[config.mk]
export PLATFORM = sky130hd
export DESIGN_NAME = fp_wb_queue_flat
export DESIGN_NICKNAME = d
export VERILOG_FILES = /design/src/rtl/fp_wb_queue_if.sv /design/src/rtl/fp_wb_queue.sv /design/src/flat_wrapper.sv
export SDC_FILE = /design/constraint.sdc
export NUM_CORES = 1
export LEC_CHECK = 0
export CORE_ASPECT_RATIO = 1.4
export CORE_MARGIN = 4
export CORE_UTILIZATION = 48
export CTS_CLUSTER_DIAMETER = 200
export DETAILED_ROUTE_END_ITERATION = 16
export GPL_TIMING_DRIVEN = 0
export PLACE_DENSITY_LB_ADDON = 0.12
export SYNTH_ARGS = -nofsm -noshare
export SYNTH_HDL_FRONTEND = slang
export SYNTH_SLANG_ARGS = --single-unit
[constraint.sdc]
create_clock -name clk_i -period 7 [get_ports clk_i]
set_input_delay 0.7 -clock clk_i [delete_from_list [all_inputs] [get_ports clk_i]]
set_output_delay 0.7 -clock clk_i [all_outputs]
set_load 0.02 [all_outputs]
[src/rtl/fp_wb_queue_if.sv]
// Port bundle for the FPU writeback queue.
// slave is the queue side; master is the FPU, regfile and issue side.
interface fp_wb_queue_if #(
  parameter int DEPTH  = 4,
  parameter int DATA_W = 32
);
  localparam int CNT_W = $clog2(DEPTH) + 1;

  logic              in_valid_i;
  logic              in_ready_o;
  logic [DATA_W-1:0] in_data_i;
  logic [4:0]        in_rd_i;
  logic              in_int_i;
  logic [4:0]        in_status_i;
  logic              flush_i;
  logic              fp_we_o;
  logic [4:0]        fp_waddr_o;
  logic [DATA_W-1:0] fp_wdata_o;
  logic              int_valid_o;
  logic              int_ready_i;
  logic [4:0]        int_waddr_o;
  logic [DATA_W-1:0] int_wdata_o;
  logic [4:0]        chk_rd_i;
  logic              chk_hit_o;
  logic [4:0]        fflags_o;
  logic              fflags_clr_i;
  logic [CNT_W-1:0]  count_o;
  logic              busy_o;

  modport slave (
    input  in_valid_i, in_data_i, in_rd_i, in_int_i, in_status_i, flush_i,
    input  int_ready_i, chk_rd_i, fflags_clr_i,
    output in_ready_o, fp_we_o, fp_waddr_o, fp_wdata_o, int_valid_o,
    output int_waddr_o, int_wdata_o, chk_hit_o, fflags_o, count_o, busy_o
  );

  modport master (
    output in_valid_i, in_data_i, in_rd_i, in_int_i, in_status_i, flush_i,
    output int_ready_i, chk_rd_i, fflags_clr_i,
    input  in_ready_o, fp_we_o, fp_waddr_o, fp_wdata_o, int_valid_o,
    input  int_waddr_o, int_wdata_o, chk_hit_o, fflags_o, count_o, busy_o
  );
endinterface

[src/rtl/fp_wb_queue.sv]
// In-order writeback FIFO behind the FPU: drains to the FP regfile or integer port,
// tracks pending FP destinations, and accrues IEEE flags when FP_WB_FFLAGS_EN is defined.
module fp_wb_queue #(
  parameter int DEPTH  = 4,
  parameter int DATA_W = 32
) (
  input logic          clk_i,
  input logic          rst_i,
  fp_wb_queue_if.slave bus
);
  localparam int IDX_W = $clog2(DEPTH);
  localparam int PTR_W = IDX_W + 1;

  // Handshakes: input side transfers on in_valid_i && in_ready_o (in_ready_o is
  // registered-state only); integer side transfers on int_valid_o && int_ready_i,
  // and int_valid_o with its payload holds until that transfer; FP side always accepts.
  logic [PTR_W-1:0]  r_wptr, r_rptr;
  logic [DATA_W-1:0] r_data [DEPTH];
  logic [4:0]        r_rd   [DEPTH];
  logic [DEPTH-1:0]  r_int;

  logic [PTR_W-1:0]  w_count;
  logic [IDX_W-1:0]  w_head_idx, w_wr_idx;
  logic              w_head_valid, w_head_int, w_full;
  logic              w_push, w_pop, w_fp_we, w_int_valid, w_hit;

  assign w_count      = r_wptr - r_rptr;
  assign w_head_idx   = r_rptr[IDX_W-1:0];
  assign w_wr_idx     = r_wptr[IDX_W-1:0];
  assign w_head_valid = (w_count != '0);
  assign w_head_int   = r_int[w_head_idx];
  assign w_full       = (w_count == PTR_W'(DEPTH));

  assign w_push      = bus.in_valid_i && !w_full && !bus.flush_i;
  assign w_fp_we     = w_head_valid && !w_head_int;
  assign w_int_valid = w_head_valid && w_head_int;
  assign w_pop       = w_fp_we || (w_int_valid && bus.int_ready_i);

  assign bus.in_ready_o  = !w_full;
  assign bus.count_o     = w_count;
  assign bus.busy_o      = w_head_valid;
  assign bus.fp_we_o     = w_fp_we;
  assign bus.int_valid_o = w_int_valid;
  assign bus.fp_waddr_o  = w_head_valid ? r_rd[w_head_idx]   : '0;
  assign bus.fp_wdata_o  = w_head_valid ? r_data[w_head_idx] : '0;
  assign bus.int_waddr_o = w_head_valid ? r_rd[w_head_idx]   : '0;
  assign bus.int_wdata_o = w_head_valid ? r_data[w_head_idx] : '0;
  assign bus.chk_hit_o   = w_hit;

  // A slot is live when its distance from the head is below the occupancy.
  always_comb begin
    logic [IDX_W-1:0] v_off;
    w_hit = 1'b0;
    v_off = '0;
    for (int i = 0; i < DEPTH; i++) begin
      v_off = IDX_W'(i) - w_head_idx;
      if (({1'b0, v_off} < w_count) && !r_int[i] && (r_rd[i] == bus.chk_rd_i))
        w_hit = 1'b1;
    end
  end

  always_ff @(posedge clk_i or posedge rst_i) begin
    if (rst_i) begin
      r_wptr <= '0;
      r_rptr <= '0;
    end else if (bus.flush_i) begin
      r_wptr <= '0;
      r_rptr <= '0;
    end else begin
      if (w_push) r_wptr <= r_wptr + 1'b1;
      if (w_pop)  r_rptr <= r_rptr + 1'b1;
    end
  end

  // Payload is qualified by the pointers, so it needs no reset.
  always_ff @(posedge clk_i) begin
    if (w_push) begin
      r_data[w_wr_idx] <= bus.in_data_i;
      r_rd[w_wr_idx]   <= bus.in_rd_i;
      r_int[w_wr_idx]  <= bus.in_int_i;
    end
  end

`ifdef FP_WB_FFLAGS_EN
  logic [4:0] r_status [DEPTH];
  logic [4:0] r_fflags;
  logic       w_pop_flags;

  assign w_pop_flags  = w_pop && !bus.flush_i;
  assign bus.fflags_o = r_fflags;

  always_ff @(posedge clk_i) begin
    if (w_push) r_status[w_wr_idx] <= bus.in_status_i;
  end

  always_ff @(posedge clk_i or posedge rst_i) begin
    if (rst_i)
      r_fflags <= '0;
    else if (bus.fflags_clr_i)
      r_fflags <= w_pop_flags ? r_status[w_head_idx] : 5'b0;
    else if (w_pop_flags)
      r_fflags <= r_fflags | r_status[w_head_idx];
  end
`else
  logic w_unused;
  assign w_unused     = ^{bus.in_status_i, bus.fflags_clr_i};
  assign bus.fflags_o = '0;
`endif
endmodule

[src/flat_wrapper.sv]
// flat-port wrapper written by rule: the top's interface ports become plain ports
module fp_wb_queue_flat 
#(
  parameter int DEPTH  = 4,
  parameter int DATA_W = 32
)
  (clk_i, rst_i, bus_in_valid_i, bus_in_data_i, bus_in_rd_i, bus_in_int_i, bus_in_status_i, bus_flush_i, bus_int_ready_i, bus_chk_rd_i, bus_fflags_clr_i, bus_in_ready_o, bus_fp_we_o, bus_fp_waddr_o, bus_fp_wdata_o, bus_int_valid_o, bus_int_waddr_o, bus_int_wdata_o, bus_chk_hit_o, bus_fflags_o, bus_count_o, bus_busy_o);
  fp_wb_queue_if #(.DEPTH(DEPTH), .DATA_W(DATA_W)) bus_i ();
  input logic clk_i;
  input logic rst_i;
  input wire logic [$bits(bus_i.in_valid_i)-1:0] bus_in_valid_i;
  input wire logic [$bits(bus_i.in_data_i)-1:0] bus_in_data_i;
  input wire logic [$bits(bus_i.in_rd_i)-1:0] bus_in_rd_i;
  input wire logic [$bits(bus_i.in_int_i)-1:0] bus_in_int_i;
  input wire logic [$bits(bus_i.in_status_i)-1:0] bus_in_status_i;
  input wire logic [$bits(bus_i.flush_i)-1:0] bus_flush_i;
  input wire logic [$bits(bus_i.int_ready_i)-1:0] bus_int_ready_i;
  input wire logic [$bits(bus_i.chk_rd_i)-1:0] bus_chk_rd_i;
  input wire logic [$bits(bus_i.fflags_clr_i)-1:0] bus_fflags_clr_i;
  output wire logic [$bits(bus_i.in_ready_o)-1:0] bus_in_ready_o;
  output wire logic [$bits(bus_i.fp_we_o)-1:0] bus_fp_we_o;
  output wire logic [$bits(bus_i.fp_waddr_o)-1:0] bus_fp_waddr_o;
  output wire logic [$bits(bus_i.fp_wdata_o)-1:0] bus_fp_wdata_o;
  output wire logic [$bits(bus_i.int_valid_o)-1:0] bus_int_valid_o;
  output wire logic [$bits(bus_i.int_waddr_o)-1:0] bus_int_waddr_o;
  output wire logic [$bits(bus_i.int_wdata_o)-1:0] bus_int_wdata_o;
  output wire logic [$bits(bus_i.chk_hit_o)-1:0] bus_chk_hit_o;
  output wire logic [$bits(bus_i.fflags_o)-1:0] bus_fflags_o;
  output wire logic [$bits(bus_i.count_o)-1:0] bus_count_o;
  output wire logic [$bits(bus_i.busy_o)-1:0] bus_busy_o;
  assign bus_i.in_valid_i = bus_in_valid_i;
  assign bus_i.in_data_i = bus_in_data_i;
  assign bus_i.in_rd_i = bus_in_rd_i;
  assign bus_i.in_int_i = bus_in_int_i;
  assign bus_i.in_status_i = bus_in_status_i;
  assign bus_i.flush_i = bus_flush_i;
  assign bus_i.int_ready_i = bus_int_ready_i;
  assign bus_i.chk_rd_i = bus_chk_rd_i;
  assign bus_i.fflags_clr_i = bus_fflags_clr_i;
  assign bus_in_ready_o = bus_i.in_ready_o;
  assign bus_fp_we_o = bus_i.fp_we_o;
  assign bus_fp_waddr_o = bus_i.fp_waddr_o;
  assign bus_fp_wdata_o = bus_i.fp_wdata_o;
  assign bus_int_valid_o = bus_i.int_valid_o;
  assign bus_int_waddr_o = bus_i.int_waddr_o;
  assign bus_int_wdata_o = bus_i.int_wdata_o;
  assign bus_chk_hit_o = bus_i.chk_hit_o;
  assign bus_fflags_o = bus_i.fflags_o;
  assign bus_count_o = bus_i.count_o;
  assign bus_busy_o = bus_i.busy_o;
  fp_wb_queue #(.DEPTH(DEPTH), .DATA_W(DATA_W)) u_core (.clk_i(clk_i), .rst_i(rst_i), .bus(bus_i));
endmodule
==> metrics.csv <==
metric;value;unit
status;finished clean;
wl_met1;5.51;mm
syn_area;6900;µm²
cts.hold.buffers_added;0;
dominantRegCellSynth;edfxtp_1;
post-synth-top-count-cell;edfxtp_1;
hold_viol;0;
synth_area_leaders;edfxtp_1 66%, mux4_2 12%, buf_4 4.8%;
grt_usage;18.0;%
grt-ovfl-total;0;
start_util;49.4;%
antennaDiodeCount;0;
yosys_register_bits;158;
tightestPinTransition;0.681;ns
ir_drop;0.306;mV
ant_nets;0;
worst_slack;1.92;ns
path_max_fanout;10;
r2r-start;u_core.r_rptr[1];
ys_async_sr_fraction;3.80;%
cts_tree;done;
path_cells;buf_1 > buf_4 > inv_1 > fa_1 > xor3_2 > inv_2 > nor2_1 > buf_2 > nor2b_1 > buf_4 > clkdlybuf4s50_1;
relSlewSlack;54.6;%
period_needed;5.08;ns
cp_top_family;buffers and inverters;
rows;51;
hpwl;9.32;mm
finClkSkew;0.0100;ns
hp-class;input port to async pin;
syn_to_final_growth;31.7;%
wl_per_cell;18.6;µm
max_stage_delay;0.57;ns
synthTopCellsByCount;152 x edfxtp_1, 44 x buf_4, 39 x nor2b_1, 38 x mux4_2, 20 x xor2_1;
grt_max_degree;27;
synth_cell_types;29;
drt_drc_violations_left;0;
die_area;16400;µm²
postCtsSetupRepairBufs;0;
slew_viol_final;0;
gp_congestion;0.783;
clock-sinks;158;
p_leak;3.19;nW
post_cts_resized;0;
cts_htree_levels;4;
synth_edf_count;152;
worst_setup_path_end_kind;primary output;
die_w;109;µm
core_region_area;14000;µm²
synth_top_area_cell;edfxtp_1;
worst_skew_pair.late_latency;0.41;ns
clockRootBuffer;clkbuf_16;
setup_viol;0;
cts_buffers;17;
clockBufferDepth;2;
dr_wl_met3;728;µm
maxCapViolCount;0;
postSynthAreaPerCell;18.0;µm²
io-pin-count;141;
fin_hold_ws;0.519;ns
firstDrtPassIters;4;
tns;0;ns
yosysWarnings;0;
crit_top_cell;buf_4;
clk_pin_slew_worst_paths;0.06;ns
cp.required;6.30;ns
synth-seq-area-share;68.4;%
critical_path_arrival;4.38;ns
rr_worst_depth;9;
top_layer;met4;
antenna_found_initial;0;
dr_total_vias;3739;
grt_pass1_vias;4016;
period_share;72.6;%
die_h;150;µm
fillers;1008;
portBuffers;128;
drt_iter0_drc;103;
synth_top_area_share;66.2;%
r2r_setup_slack;3.21;ns
crit_path_top_delay_cell;buf_1;
viasPerCell;5.08;
crit_type;flip-flop to primary output;
final_nets;605;
fmax;197;MHz
finalWirelength;13.7;mm
syn_inst;383;
drive_gt1_share;24.3;%
worstSetupStartpointType;flip-flop;
pre_cts_ws;2.28;ns
cp_num_buf_inv;7;
power_density;549;nW/µm²
met2_wirelength;7.35;mm
grt_pass1_wl;21.6;mm
grt_setup_unrepaired;no;
rr_endpoint;u_core.r_rd[0][4];
final cells by class:
cell class | instances | area [µm²] | area share [%]
plain buffers | 55 | 387 | 4.26
clock buffers | 17 | 425 | 4.68
clock inverters | 15 | 149 | 1.64
inverters | 13 | 48.8 | 0.537
multi-input cells | 161 | 1770 | 19.4
flip-flops and latches | 158 | 4710 | 51.9
well taps | 185 | 231 | 2.55
repair buffers | 132 | 1360 | 15.0
worst reg2reg max path, cell delays in order, from the launching register on:
cell and delay, ns:
dfrtp_1 0.49, buf_1 0.57, buf_4 0.33, inv_1 0.12, fa_1 0.44, xor3_2 0.48
o21ai_2 0.10, nor2_1 0.18, and2_2 0.51, buf_12 0.26
layout by cell type, fill, tap and decap left out, types with 3 or more instances in the layout:
cell,n
ha_1,12
mux4_2,38
buf_12,4
nor2_1,15
and2_2,4
inv_6,6
buf_2,6
a21oi_1,5
o211ai_1,4
xor2_1,20
nor4_1,4
clkbuf_16,17
inv_1,11
clkdlybuf4s50_1,128
clkbuf_1,3
xnor2_1,3
clkinv_4,3
nor2b_1,39
buf_4,44
conb_1,5
dfrtp_1,6
edfxtp_1,152
sequential cells by signal, summed over array words and instances (netlist names):
name,cells
u_core.r_wptr,3
u_core.r_rptr,3
u_core.r_int,4
u_core.r_rd,20
u_core.r_data,128
metrics by stage:
step                util, %  cell area (µm²)  total power [mW]  cells
floorplan                 -             6910              2.92    387
global route           65.0             9080              5.27    736
finish                 65.0             9080              4.98    736
CTS                    65.0             9080              5.07    736
detailed placement     60.9             8510              4.17    704
global placement       60.3             8420              4.12    700
kinds of logic after synthesis:
group | count (synthesis) | share of synthesized area (%)
xor+xnor | 24 | 3.28
flops | 158 | 68.4
other cells | 1 | 0.0544
compound gates | 12 | 1.36
simple gates | 67 | 5.46
mux | 40 | 12.7
buf+inv | 68 | 6.31
fa+ha+maj | 13 | 2.47
metal layers:
layer	vias up	global-route usage, %
li1	1719	-
met1	1905	22.9
met2	103	30.9
met3	12	4.27
met4	0	5.12
met5	-	0
how the worst max path moves through the flow:
| stage | depth (start not counted) | end | startpoint | slack [ns] |
|---|---|---|---|---|
| floorplan | 10 | bus_int_waddr_o[3] | u_core.r_rptr[1] | 3.38 |
| global placement | 8 | u_core.r_data[1][31] | u_core.r_rptr[1] | 2.16 |
| detailed placement | 11 | bus_int_waddr_o[3] | u_core.r_rptr[1] | 2.28 |
| CTS | 11 | bus_int_waddr_o[0] | u_core.r_rptr[1] | 1.83 |
| global route | 11 | bus_int_waddr_o[0] | u_core.r_rptr[1] | 1.63 |
| finish | 11 | bus_int_waddr_o[0] | u_core.r_rptr[1] | 1.92 |
where the power goes:
part,switching [mW],internal [mW]
Clock,0.384,0.501
Sequential,0.0382,1.14
Combinational,1.45,1.47
Power figures use the tool's default switching activity.
